`config.mk`:
```
export PLATFORM = sky130hd
export DESIGN_NAME = tile_draw_arbiter_flat
export DESIGN_NICKNAME = d
export VERILOG_FILES = /design/src/rtl/tile_draw_arbiter_pkg.sv /design/src/rtl/tile_draw_arbiter_if.sv /design/src/rtl/draw_rr_pick.sv /design/src/rtl/tile_draw_arbiter.sv /design/src/flat_wrapper.sv
export SDC_FILE = /design/constraint.sdc
export NUM_CORES = 1
export LEC_CHECK = 0
export CAP_MARGIN = 40
export CORE_ASPECT_RATIO = 1.1
export CORE_MARGIN = 2
export CORE_UTILIZATION = 40
export DETAILED_ROUTE_END_ITERATION = 12
export PLACE_DENSITY = 0.85
export SLEW_MARGIN = 20
export SYNTH_ARGS = -nofsm -noshare
export SYNTH_HDL_FRONTEND = slang
export SYNTH_SLANG_ARGS = --single-unit
export TNS_END_PERCENT = 30
```
`constraint.sdc`:
```
create_clock -name CLOCK_50 -period 2.15 [get_ports CLOCK_50]
set_input_delay 0.3225 -clock CLOCK_50 [delete_from_list [all_inputs] [get_ports CLOCK_50]]
set_output_delay 0.3225 -clock CLOCK_50 [all_outputs]
set_load 0.05 [all_outputs]
```
`src/rtl/tile_draw_arbiter_pkg.sv`:
```
`default_nettype none
// ============================================================================
// tile_draw_arbiter_pkg : shared widths, FSM encoding and colours for the VGA
//                         pixel-port arbiter.
// Rev 1.0
// ============================================================================
package tile_draw_arbiter_pkg;

  localparam int X_W     = 10;
  localparam int Y_W     = 9;
  localparam int COLOR_W = 9;
  localparam int CNT_W   = 16;

  localparam logic [COLOR_W-1:0] WHITE = 9'h1ff;
  localparam logic [COLOR_W-1:0] GREEN = 9'h0a0;

  typedef enum logic [1:0] {
    IDLE = 2'd0,
    BUSY = 2'd1,
    GAP  = 2'd2
  } state_e;

  // Pixel counter sticks at all-ones rather than wrapping on very long bursts.
  function automatic logic [CNT_W-1:0] sat_inc(input logic [CNT_W-1:0] v, input logic en);
    return (en && (v != '1)) ? v + 1'b1 : v;
  endfunction

endpackage
`default_nettype wire

```
`src/rtl/tile_draw_arbiter_if.sv`:
```
`default_nettype none
// ============================================================================
// tile_draw_arbiter_if : draw-engine request bus plus the registered VGA
//                        pixel stream and burst status.
// Rev 1.0
// ============================================================================
interface tile_draw_arbiter_if #(
  parameter int NUM_REQ = 4
);
  import tile_draw_arbiter_pkg::*;

  logic [NUM_REQ-1:0]         req;
  logic [NUM_REQ-1:0]         req_valid;
  logic [NUM_REQ-1:0]         req_last;
  logic [NUM_REQ*X_W-1:0]     req_x;
  logic [NUM_REQ*Y_W-1:0]     req_y;
  logic [NUM_REQ*COLOR_W-1:0] req_color;

  logic [NUM_REQ-1:0]         grant;
  logic [X_W-1:0]             VGA_X;
  logic [Y_W-1:0]             VGA_Y;
  logic [COLOR_W-1:0]         VGA_COLOR;
  logic                       plot;
  logic                       burst_done;
  logic [2:0]                 done_id;
  logic [CNT_W-1:0]           burst_pixels;
  logic                       timeout_err;

  modport master (
    output req, req_valid, req_last, req_x, req_y, req_color,
    input  grant, VGA_X, VGA_Y, VGA_COLOR, plot, burst_done, done_id,
           burst_pixels, timeout_err
  );

  modport slave (
    input  req, req_valid, req_last, req_x, req_y, req_color,
    output grant, VGA_X, VGA_Y, VGA_COLOR, plot, burst_done, done_id,
           burst_pixels, timeout_err
  );

endinterface
`default_nettype wire

```
`src/rtl/draw_rr_pick.sv`:
```
`default_nettype none
// ============================================================================
// draw_rr_pick : rotate-priority encoder, first requester at or after rr_ptr.
// Rev 1.0
// ============================================================================
module draw_rr_pick #(
  parameter int NUM_REQ = 4,
  parameter int IDX_W   = $clog2(NUM_REQ)
) (
  input  logic [NUM_REQ-1:0] req_i,
  input  logic [IDX_W-1:0]   rr_ptr_i,
  output logic [IDX_W-1:0]   idx_o,
  output logic               found_o
);

  logic [IDX_W:0] cand;

  // Walk offsets from farthest to nearest so the nearest requester wins.
  always_comb begin
    idx_o   = '0;
    found_o = 1'b0;
    cand    = '0;
    for (int off = NUM_REQ - 1; off >= 0; off--) begin
      cand = {1'b0, rr_ptr_i} + (IDX_W+1)'(off);
      if (cand >= (IDX_W+1)'(NUM_REQ)) begin
        cand = cand - (IDX_W+1)'(NUM_REQ);
      end
      if (req_i[cand[IDX_W-1:0]]) begin
        idx_o   = cand[IDX_W-1:0];
        found_o = 1'b1;
      end
    end
  end

endmodule
`default_nettype wire

```
`src/rtl/tile_draw_arbiter.sv`:
```
`default_nettype none
// ============================================================================
// tile_draw_arbiter : burst-locked round-robin owner of the VGA write port.
// Rev 1.0
// ============================================================================
module tile_draw_arbiter
  import tile_draw_arbiter_pkg::*;
#(
  parameter int NUM_REQ = 4,
  parameter int TIMEOUT = 2048
) (
  input  logic               CLOCK_50,
  input  logic               reset,
  tile_draw_arbiter_if.slave bus
);

  localparam int IDX_W  = $clog2(NUM_REQ);
  localparam int IDLE_W = $clog2(TIMEOUT);

  state_e             state_q;
  logic [IDX_W-1:0]   owner_q;
  logic [IDX_W-1:0]   rr_ptr_q;
  logic [CNT_W-1:0]   pix_cnt_q;
  logic [IDLE_W-1:0]  idle_cnt_q;
  logic [NUM_REQ-1:0] grant_q;
  logic [X_W-1:0]     vga_x_q;
  logic [Y_W-1:0]     vga_y_q;
  logic [COLOR_W-1:0] vga_color_q;
  logic               plot_q;
  logic               burst_done_q;
  logic [2:0]         done_id_q;
  logic [CNT_W-1:0]   burst_pixels_q;
  logic               timeout_err_q;

  logic [IDX_W-1:0]   pick_idx;
  logic               pick_found;
  logic               own_req;
  logic               own_valid;
  logic               own_last;
  logic               idle_expired;
  logic               end_normal;
  logic               end_abort;
  logic [CNT_W-1:0]   pix_cnt_d;
  logic [IDX_W-1:0]   rr_ptr_d;

  draw_rr_pick #(
    .NUM_REQ (NUM_REQ),
    .IDX_W   (IDX_W)
  ) u_pick (
    .req_i    (bus.req),
    .rr_ptr_i (rr_ptr_q),
    .idx_o    (pick_idx),
    .found_o  (pick_found)
  );

  assign own_req      = bus.req[owner_q];
  assign own_valid    = bus.req_valid[owner_q];
  assign own_last     = bus.req_last[owner_q];
  assign idle_expired = (idle_cnt_q == IDLE_W'(TIMEOUT - 1));
  assign end_normal   = own_valid && own_last;
  // A pixel arriving with the req drop is still counted before the abort.
  assign end_abort    = !end_normal && (!own_req || (!own_valid && idle_expired));
  assign pix_cnt_d    = sat_inc(pix_cnt_q, own_valid);
  assign rr_ptr_d     = (owner_q == IDX_W'(NUM_REQ - 1)) ? '0 : owner_q + 1'b1;

  always_ff @(posedge CLOCK_50) begin
    if (!reset) begin
      state_q        <= IDLE;
      owner_q        <= '0;
      rr_ptr_q       <= '0;
      pix_cnt_q      <= '0;
      idle_cnt_q     <= '0;
      grant_q        <= '0;
      vga_x_q        <= '0;
      vga_y_q        <= '0;
      vga_color_q    <= '0;
      plot_q         <= 1'b0;
      burst_done_q   <= 1'b0;
      done_id_q      <= '0;
      burst_pixels_q <= '0;
      timeout_err_q  <= 1'b0;
    end else begin
      plot_q        <= 1'b0;
      burst_done_q  <= 1'b0;
      timeout_err_q <= 1'b0;
      case (state_q)
        IDLE: begin
          if (pick_found) begin
            owner_q    <= pick_idx;
            grant_q    <= NUM_REQ'(1) << pick_idx;
            pix_cnt_q  <= '0;
            idle_cnt_q <= '0;
            state_q    <= BUSY;
          end
        end
        BUSY: begin
          if (own_valid) begin
            vga_x_q     <= bus.req_x[owner_q*X_W +: X_W];
            vga_y_q     <= bus.req_y[owner_q*Y_W +: Y_W];
            vga_color_q <= bus.req_color[owner_q*COLOR_W +: COLOR_W];
            plot_q      <= 1'b1;
            pix_cnt_q   <= pix_cnt_d;
            idle_cnt_q  <= '0;
          end else begin
            idle_cnt_q  <= idle_cnt_q + 1'b1;
          end
          if (end_normal || end_abort) begin
            grant_q        <= '0;
            burst_done_q   <= 1'b1;
            timeout_err_q  <= end_abort;
            done_id_q      <= 3'(owner_q);
            burst_pixels_q <= pix_cnt_d;
            rr_ptr_q       <= rr_ptr_d;
            state_q        <= GAP;
          end
        end
        GAP:     state_q <= IDLE;
        default: state_q <= IDLE;
      endcase
    end
  end

  assign bus.grant        = grant_q;
  assign bus.VGA_X        = vga_x_q;
  assign bus.VGA_Y        = vga_y_q;
  assign bus.VGA_COLOR    = vga_color_q;
  assign bus.plot         = plot_q;
  assign bus.burst_done   = burst_done_q;
  assign bus.done_id      = done_id_q;
  assign bus.burst_pixels = burst_pixels_q;
  assign bus.timeout_err  = timeout_err_q;

endmodule
`default_nettype wire

```
`src/flat_wrapper.sv`:
```
// flat-port wrapper written by rule: the top's interface ports become plain ports
module tile_draw_arbiter_flat import tile_draw_arbiter_pkg::*;
#(
  parameter int NUM_REQ = 4,
  parameter int TIMEOUT = 2048
)
  (CLOCK_50, reset, bus_req, bus_req_valid, bus_req_last, bus_req_x, bus_req_y, bus_req_color, bus_grant, bus_VGA_X, bus_VGA_Y, bus_VGA_COLOR, bus_plot, bus_burst_done, bus_done_id, bus_burst_pixels, bus_timeout_err);
  tile_draw_arbiter_if #(.NUM_REQ(NUM_REQ)) bus_i ();
  input  logic CLOCK_50;
  input  logic reset;
  input wire logic [$bits(bus_i.req)-1:0] bus_req;
  input wire logic [$bits(bus_i.req_valid)-1:0] bus_req_valid;
  input wire logic [$bits(bus_i.req_last)-1:0] bus_req_last;
  input wire logic [$bits(bus_i.req_x)-1:0] bus_req_x;
  input wire logic [$bits(bus_i.req_y)-1:0] bus_req_y;
  input wire logic [$bits(bus_i.req_color)-1:0] bus_req_color;
  output wire logic [$bits(bus_i.grant)-1:0] bus_grant;
  output wire logic [$bits(bus_i.VGA_X)-1:0] bus_VGA_X;
  output wire logic [$bits(bus_i.VGA_Y)-1:0] bus_VGA_Y;
  output wire logic [$bits(bus_i.VGA_COLOR)-1:0] bus_VGA_COLOR;
  output wire logic [$bits(bus_i.plot)-1:0] bus_plot;
  output wire logic [$bits(bus_i.burst_done)-1:0] bus_burst_done;
  output wire logic [$bits(bus_i.done_id)-1:0] bus_done_id;
  output wire logic [$bits(bus_i.burst_pixels)-1:0] bus_burst_pixels;
  output wire logic [$bits(bus_i.timeout_err)-1:0] bus_timeout_err;
  assign bus_i.req = bus_req;
  assign bus_i.req_valid = bus_req_valid;
  assign bus_i.req_last = bus_req_last;
  assign bus_i.req_x = bus_req_x;
  assign bus_i.req_y = bus_req_y;
  assign bus_i.req_color = bus_req_color;
  assign bus_grant = bus_i.grant;
  assign bus_VGA_X = bus_i.VGA_X;
  assign bus_VGA_Y = bus_i.VGA_Y;
  assign bus_VGA_COLOR = bus_i.VGA_COLOR;
  assign bus_plot = bus_i.plot;
  assign bus_burst_done = bus_i.burst_done;
  assign bus_done_id = bus_i.done_id;
  assign bus_burst_pixels = bus_i.burst_pixels;
  assign bus_timeout_err = bus_i.timeout_err;
  tile_draw_arbiter #(.NUM_REQ(NUM_REQ), .TIMEOUT(TIMEOUT)) u_core (.CLOCK_50(CLOCK_50), .reset(reset), .bus(bus_i));
endmodule
```
## After elaboration in Yosys (flattened, before gate mapping)

Cells that the tools add are included.
Widths: inputs -> output; s select.

- Register bits after elaboration: 86
- Input bits: 126
- Output and inout port bits: 54
- Word-level logic and storage cells: 108

- Add/sub/neg operators: 10
- $mul: 2
- Magnitude comparators: 9
- Equal/unequal tests: 7
- Shifts and indexed selects: 4
- Muxes and demuxes: 42
- Reduce and logical (&&, ||, !) cells: 20

Operators by type and width:

| kind | number |
|---|---|
| $shiftx 36x7->9 | 2 |
| $mux 16 | 3 |
| $shiftx 40x7->10 | 1 |
| $pmux 16 s2 | 1 |
| $mux 11 | 2 |
| $mux 2 | 11 |
| $pmux 11 s2 | 1 |
| $add 16x1->16 const B | 1 |
| $ne 16x16->1 const B | 1 |
| $lt 2x3->1 const B | 5 |
| $bmux 1 s2 | 7 |
| $mux 1 | 13 |
| $reduce_and 2->1 | 6 |
| $add 11x1->11 const B | 1 |
| $eq 11x11->1 const B | 1 |
| $ge 3x3->1 const B | 3 |
| $reduce_and 3->1 | 3 |
| $mux 4 | 2 |
| $pmux 4 s2 | 1 |
| $sub 2x1->2 const B | 4 |
| $add 2x2->3 const B | 2 |
| $mul 2x4->6 const B | 1 |
| $ne 2x1->1 const B | 3 |
| $mul 2x3->5 const B | 1 |
| other kinds (12) | 18 |

## Depth between registers and ports, before layout

- Word-level depth: 12
- Gate-level depth with buffers: 8
- Mapped depth without buffers: 6

## Hierarchy

A second synthesis with hierarchy kept.

- Cell total of the unflattened synthesis: 508
- Area, all modules: 4608.2 µm²

By module, submodules not included:

| module | times used | cells an instance | area each (µm²) | sequential area each (µm²) |
|---|---|---|---|---|
| tile_draw_arbiter | 1 | 495 | 4530.6 | 1721.7 |
| draw_rr_pick | 1 | 13 | 77.6 | 0.0 |

## Worst setup path before layout

No wires, ideal clock.

- Path kind: reg-to-reg
- From: reg u_core.owner_q[0]
- To: reg u_core.burst_pixels_q[10], in the netlist u_core.bus.burst_pixels[10]
- Library setup time: 0.081 ns
- Arrival time: 2.255 ns
- Required time: 2.069 ns
- Setup slack: -0.187 ns
- Cell stages (with the launch flop): 8
- Path buffers: 2
- Cells stage by stage: dfxtp_1 -> buf_6 -> mux4_2 -> or4_4 -> a31oi_4 -> buf_6 -> nor2_1 -> a211oi_2

- Longest elaborated chain between the ends: 8

Ends and longest elaborated chain:

| item | line | RTL |
|---|---|---|
| start, declared | tile_draw_arbiter.sv:21 | `logic [IDX_W-1:0] owner_q;` |
| start signal, assigned | tile_draw_arbiter.sv:89 | `owner_q <= pick_idx;` |
| $bmux 1 s2 | tile_draw_arbiter.sv:57 | `assign own_valid = bus.req_valid[owner_q];` |
| $mux 1 (implied by the code) | tile_draw_arbiter.sv:57 |  |
| $logic_not 1->1 | tile_draw_arbiter.sv:62 | `assign end_abort = !end_normal && (!own_req \|\| (!own_valid && idle_expired));` |
| $logic_and 1x1->1 | tile_draw_arbiter.sv:62 |  |
| $logic_or 1x1->1 | tile_draw_arbiter.sv:62 |  |
| $logic_and 1x1->1 | tile_draw_arbiter.sv:62 |  |
| $logic_or 1x1->1 | tile_draw_arbiter.sv:107 | `if (end_normal \|\| end_abort) begin` |
| $reduce_and 2->1 (no line) | - |  |
| end signal, assigned | tile_draw_arbiter.sv:112 | `burst_pixels_q <= pix_cnt_d;` |
| end, declared | tile_draw_arbiter.sv:32 | `logic [CNT_W-1:0] burst_pixels_q;` |

Parallel ways exist; a longest one is shown, timed or not. The select of a mux whose other input is x is not followed.
A chain may end at the register's enable or synchronous reset.

## Worst setup path in the final report

- From: in bus_req_valid[3]
- To: reg u_core.burst_pixels_q[2], in the netlist u_core.bus.burst_pixels[2]

- Longest elaborated chain between the ends: 8

Ends and longest elaborated chain:

| item | line | RTL |
|---|---|---|
| start, declared | flat_wrapper.sv:12 | `input wire logic [$bits(bus_i.req_valid)-1:0] bus_req_valid;` |
| $bmux 1 s2 (*) | tile_draw_arbiter.sv:57 |  |
| $mux 1 (implied by the code) (*) | tile_draw_arbiter.sv:57 |  |
| $logic_not 1->1 | tile_draw_arbiter.sv:62 |  |
| $logic_and 1x1->1 | tile_draw_arbiter.sv:62 |  |
| $logic_or 1x1->1 | tile_draw_arbiter.sv:62 |  |
| $logic_and 1x1->1 | tile_draw_arbiter.sv:62 |  |
| $logic_or 1x1->1 | tile_draw_arbiter.sv:107 |  |
| $reduce_and 2->1 (no line) | - |  |

Mark *: on every way between the ends. The rest lies on a longest branch, timed or not. The select of a mux whose other input is x is not followed.

==> report_table.html <==
<table>
<tr><th>Metric</th><th>Value</th></tr>
<tr><th colspan="2">Outcome</th></tr>
<tr><td>Run status</td><td>complete, no violations</td></tr>
<tr><th colspan="2">Logic synthesis</th></tr>
<tr><td>Number of enable-type register cells in the synthesized netlist</td><td>0</td></tr>
<tr><td>Mux share of post-synthesis cell area</td><td>between 10% and 20%</td></tr>
<tr><td>Number of distinct standard cells referenced by the synthesized netlist</td><td>54</td></tr>
<tr><td>Synth top cells by count</td><td>sky130_fd_sc_hd__dfxtp_1, sky130_fd_sc_hd__nand2_1, sky130_fd_sc_hd__a21oi_1, sky130_fd_sc_hd__nor2_1, sky130_fd_sc_hd__clkbuf_1</td></tr>
<tr><td>Yosys reg bits</td><td>86</td></tr>
<tr><td>Cell area after technology mapping</td><td>~4700 um2</td></tr>
<tr><td>Post-synthesis compound-gate area fraction</td><td>a little over 20%</td></tr>
<tr><td>Dominant register cell in the synthesized netlist</td><td>sky130_fd_sc_hd__dfxtp_1</td></tr>
<tr><td>Asr flop ratio synth</td><td>0%</td></tr>
<tr><td>Synthesis Warnings</td><td>0</td></tr>
<tr><td>Most repeated cell in the gate-level netlist after synthesis</td><td>sky130_fd_sc_hd__dfxtp_1</td></tr>
<tr><td>Average size of a mapped cell</td><td>between 9 and 10 um2</td></tr>
<tr><td>Post-synthesis cell count</td><td>slightly above 500</td></tr>
<tr><td>Area share of the largest cell type after synthesis</td><td>between 30 and 40%</td></tr>
<tr><td>Leading area contributor after synthesis</td><td>sky130_fd_sc_hd__dfxtp_1</td></tr>
<tr><td>Post-synthesis adder-cell area fraction</td><td>less than 1%</td></tr>
<tr><td>Synthesized-area fraction occupied by xor and xnor cells</td><td>roughly 2.3%</td></tr>
<tr><td>Largest cells by area after synthesis</td><td>sky130_fd_sc_hd__dfxtp_1, sky130_fd_sc_hd__mux4_2, sky130_fd_sc_hd__nand2_1</td></tr>
<tr><td>Main combinational cell family by area after synthesis</td><td>compound AO/OA/AOI/OAI gates</td></tr>
<tr><td>Synthesized Nets</td><td>around 650</td></tr>
<tr><td>Simple-Gate Fraction of Synth Area</td><td>between 10% and 20%</td></tr>
<tr><td>Proportion of synthesized chip area in sequential cells</td><td>roughly 37%</td></tr>
<tr><th colspan="2">Pwr</th></tr>
<tr><td>Worst ir drop on vdd</td><td>0.3229 mV</td></tr>
<tr><td>Static leakage</td><td>roughly 2.5 nW</td></tr>
<tr><td>Power per standard cell area</td><td>671.4 nW/um2</td></tr>
<tr><th colspan="2">Floorplanning</th></tr>
<tr><td>Area of the die</td><td>roughly 13000 um2</td></tr>
<tr><td>Number of primary I/O pins</td><td>180</td></tr>
<tr><td>Initial core utilization</td><td>between 40% and 50%</td></tr>
<tr><td>Height of the chip</td><td>117.2 um</td></tr>
<tr><td>Area of the core</td><td>approximately 11000 um2</td></tr>
<tr><td>Die Width</td><td>106.9 um</td></tr>
<tr><td>Site row count</td><td>41</td></tr>
<tr><th colspan="2">CTS</th></tr>
<tr><td>Count of H-tree levels built during CTS</td><td>3</td></tr>
<tr><td>CTS tree</td><td>done</td></tr>
<tr><td># Post-CTS Setup Buffers</td><td>0</td></tr>
<tr><td>Sink Count</td><td>86</td></tr>
<tr><td>Number of buffers on the longest clock path</td><td>2</td></tr>
<tr><td>Reg clk slew, reported paths</td><td>60 ps</td></tr>
<tr><td>Clock insertion delay at the later pin of the skew report</td><td>340 ps</td></tr>
<tr><td>CTS buffer count</td><td>9</td></tr>
<tr><td>CTS hold repair buffers</td><td>0</td></tr>
<tr><td>Clock tree root driver cell</td><td>sky130_fd_sc_hd__clkbuf_16</td></tr>
<tr><th colspan="2">Worst setup path</th></tr>
<tr><td>Data arrival time at the worst-slack endpoint</td><td>2360 ps</td></tr>
<tr><td>Critical-path cell with the highest stage delay</td><td>sky130_fd_sc_hd__mux4_2</td></tr>
<tr><td>Worst-path cell chain</td><td>clkdlybuf4s50_1, mux4_2, or4_4, a31oi_4, buf_12, nor2_1, a31o_2</td></tr>
<tr><td>Setup CP Type</td><td>input port to register</td></tr>
<tr><td>Largest stage delay on the critical path</td><td>roughly 500 ps</td></tr>
<tr><td>Critical path origin</td><td>bus_req_valid[3]</td></tr>
<tr><td>Required time worst endpoint</td><td>2380 ps</td></tr>
<tr><td>Setup crit start kind</td><td>input port</td></tr>
<tr><td>Reg-to-reg startpoint</td><td>u_core.owner_q[0]</td></tr>
<tr><td>Worst setup EP type</td><td>register</td></tr>
<tr><td>Critical-path maximum fanout</td><td>28</td></tr>
<tr><th colspan="2">Final layout</th></tr>
<tr><td>Number of filler cells placed in the layout</td><td>904</td></tr>
<tr><td>Final net count</td><td>roughly 840</td></tr>
<tr><td>Final Util</td><td>between 60% and 70%</td></tr>
<tr><td># diodes</td><td>0</td></tr>
<tr><td>Area delta synth-&gt;final</td><td>54.29%</td></tr>
<tr><td>Share of final-layout standard cells stronger than drive strength 1</td><td>~17%</td></tr>
<tr><th colspan="2">STA</th></tr>
<tr><td>Count of final max-slew check failures</td><td>0</td></tr>
<tr><td>Setup-failing EPs final</td><td>0</td></tr>
<tr><td>Setup repair after global routing missed its margin</td><td>true</td></tr>
<tr><td>Number of failing hold endpoints at the final stage</td><td>0</td></tr>
<tr><td>Max Freq</td><td>approximately 0.47 GHz</td></tr>
<tr><td>Pin slew with the least headroom to its limit</td><td>586.9 ps</td></tr>
<tr><td>Max-slew headroom</td><td>60.87%</td></tr>
<tr><td>Min Clock Period, post-route</td><td>2131 ps</td></tr>
<tr><td>Final cycle utilization of the critical path</td><td>between 90% and 100%</td></tr>
<tr><td>Clk_skew</td><td>slightly above 9 ps</td></tr>
<tr><td>Worst hold slack after final layout</td><td>453.6 ps</td></tr>
<tr><th colspan="2">Routing</th></tr>
<tr><td>Wire per inst</td><td>16.96 um</td></tr>
<tr><td>Routed Antenna Nets</td><td>0</td></tr>
<tr><td>Number of DRC violations after detailed routing</td><td>0</td></tr>
<tr><td>Pre-antenna DRT Iters</td><td>4</td></tr>
<tr><td>Final wirelength</td><td>14740 um</td></tr>
<tr><td>DR iter-0 viols</td><td>321</td></tr>
<tr><td>Vias/cell</td><td>between 5 and 6</td></tr>
<tr><td>Vias after detailed routing</td><td>roughly 4900</td></tr>
<tr><th colspan="2">Global routing</th></tr>
<tr><td>GRT overflow</td><td>0</td></tr>
<tr><td>Total Routing Usage GR</td><td>23.50%</td></tr>
<tr><td>Via count of the first global-routing pass</td><td>between 4000 and 5000</td></tr>
<tr><td>Number of antenna violations at the first check in global routing</td><td>0</td></tr>
<tr><td>First-pass GRT wire length</td><td>approximately 23000 um</td></tr>
<tr><td>Maximum number of pins on one net before global-route repair</td><td>36</td></tr>
<tr><th colspan="2">Worst hold path</th></tr>
<tr><td>Worst Min Path Start</td><td>u_core.bus.VGA_COLOR[5]</td></tr>
<tr><td>Type of the worst min-delay path</td><td>register to register</td></tr>
<tr><th colspan="2">Place</th></tr>
<tr><td>Detailed placer's ending HPWL</td><td>11170 um</td></tr>
<tr><td># port buffers</td><td>around 180</td></tr>
<tr><td>GPL Wtd Cong</td><td>between 0.8 and 0.9</td></tr>
<tr><th colspan="2">Run</th></tr>
<tr><td>Total of max-cap violations</td><td>0</td></tr>
</table>
worst max-delay path: cells and delay by family:
kind	cells	cell delay, ps
buffers and inverters	2	610
AO/OA/AOI/OAI	2	390
multiplexers	1	500
AND/OR/NAND/NOR	2	520
state kept, by name, summed over array words and instances (netlist names):
name	flops
u_core.state_q	2
u_core.bus.VGA_COLOR	9
u_core.idle_cnt_q	11
u_core.owner_q	2
u_core.bus.VGA_Y	9
u_core.bus.burst_pixels	16
u_core.bus.VGA_X	10
u_core.pix_cnt_q	16
u_core.rr_ptr_q	2
u_core.bus.done_id	2
u_core.bus.timeout_err	1
u_core.bus.plot	1
u_core.bus.grant	4
u_core.bus.burst_done	1
cell families after synthesis:
kind of cell               Yosys count
buffers and inverters               48
AOI/OAI and AO/OA                  139
muxes                               33
other                                1
adders and majority gates            3
DFF                                 86
xor gates and xnor gates            12
and+or+nand+nor                    195
worst paths after layout:
kind	cells after the start	slack (ps)	end
worst max-delay path	7	20	u_core.bus.burst_pixels[2]
worst min-delay path	2	450	u_core.bus.VGA_COLOR[5]
worst max register to register	6	50	u_core.bus.burst_pixels[2]
worst min register to register	2	450	u_core.bus.VGA_COLOR[5]
final cells by class:
type,instances,area (um2),share of cell area [%]
clock buffer,12,236.5,3.292
multi-input combinational,383,2738,38.11
timing repair buffer,227,2225,30.97
sequential,86,1723,23.99
inverter,7,26.28,0.3658
clock inverter,4,47.55,0.6619
tap,150,187.7,2.613
metal layers:
metal	global-route usage (%)	share of wire [%]
met1	27.41	39
met2	43.14	53
met3	4.042	5.8
met4	9.264	2.2
met5	0	0
placed cells by master (no fill, tap or decap), types with 3 or more instances in the layout:
cell type and instances:
sky130_fd_sc_hd__clkdlybuf4s50_1 178, sky130_fd_sc_hd__nand2_1 85, sky130_fd_sc_hd__dfxtp_1 85, sky130_fd_sc_hd__a21oi_1 55, sky130_fd_sc_hd__buf_4 43, sky130_fd_sc_hd__nor2_1 38, sky130_fd_sc_hd__mux4_2 31, sky130_fd_sc_hd__o21ai_0 15
sky130_fd_sc_hd__nand3_1 13, sky130_fd_sc_hd__nor3_1 10, sky130_fd_sc_hd__a211oi_2 10, sky130_fd_sc_hd__and3_1 9, sky130_fd_sc_hd__nand4_1 9, sky130_fd_sc_hd__a31oi_1 9, sky130_fd_sc_hd__clkbuf_16 9, sky130_fd_sc_hd__xnor2_1 8
sky130_fd_sc_hd__a211oi_1 7, sky130_fd_sc_hd__o211ai_1 7, sky130_fd_sc_hd__a311oi_1 6, sky130_fd_sc_hd__inv_1 6, sky130_fd_sc_hd__o21a_1 6, sky130_fd_sc_hd__buf_12 6, sky130_fd_sc_hd__or3_1 4, sky130_fd_sc_hd__and2_1 4
sky130_fd_sc_hd__xor2_1 4, sky130_fd_sc_hd__and4_1 3, sky130_fd_sc_hd__o31ai_1 3, sky130_fd_sc_hd__nand2b_1 3, sky130_fd_sc_hd__nand3b_1 3, sky130_fd_sc_hd__ha_1 3, sky130_fd_sc_hd__clkbuf_1 3
through the flow:
step,instance area (um2),setup slack (ps),total power [W],instances,setup TNS (ps)
after floorplan,4658,0.3364,0.002654,517,0
after global placement,6885,-300.6,0.003292,853,-8523
after detailed placement,6885,-325.0,0.003337,853,-11180
after CTS,7169,3.843,0.004849,869,0
after global routing,7183,-85.09,0.005025,869,-505.9
final,7183,19.48,0.004823,869,0
where the power goes:
| group | internal, W | leakage [nW] | switching [W] | total [W] |
|---|---|---|---|---|
| Sequential | 0.00170 | 0.699 | 0.0000606 | 0.00176 |
| Combinational | 0.000722 | 1.64 | 0.000832 | 0.00155 |
| Clock | 0.000898 | 0.137 | 0.000616 | 0.00151 |
timing repair:
action | 4_1_cts | 5_1_grt
setup endpoints to repair | 0 | 28
resized for setup | 0 | 5
hold endpoints to repair | 0 | 0
Note: power is estimated with default switching activity, not from simulation.
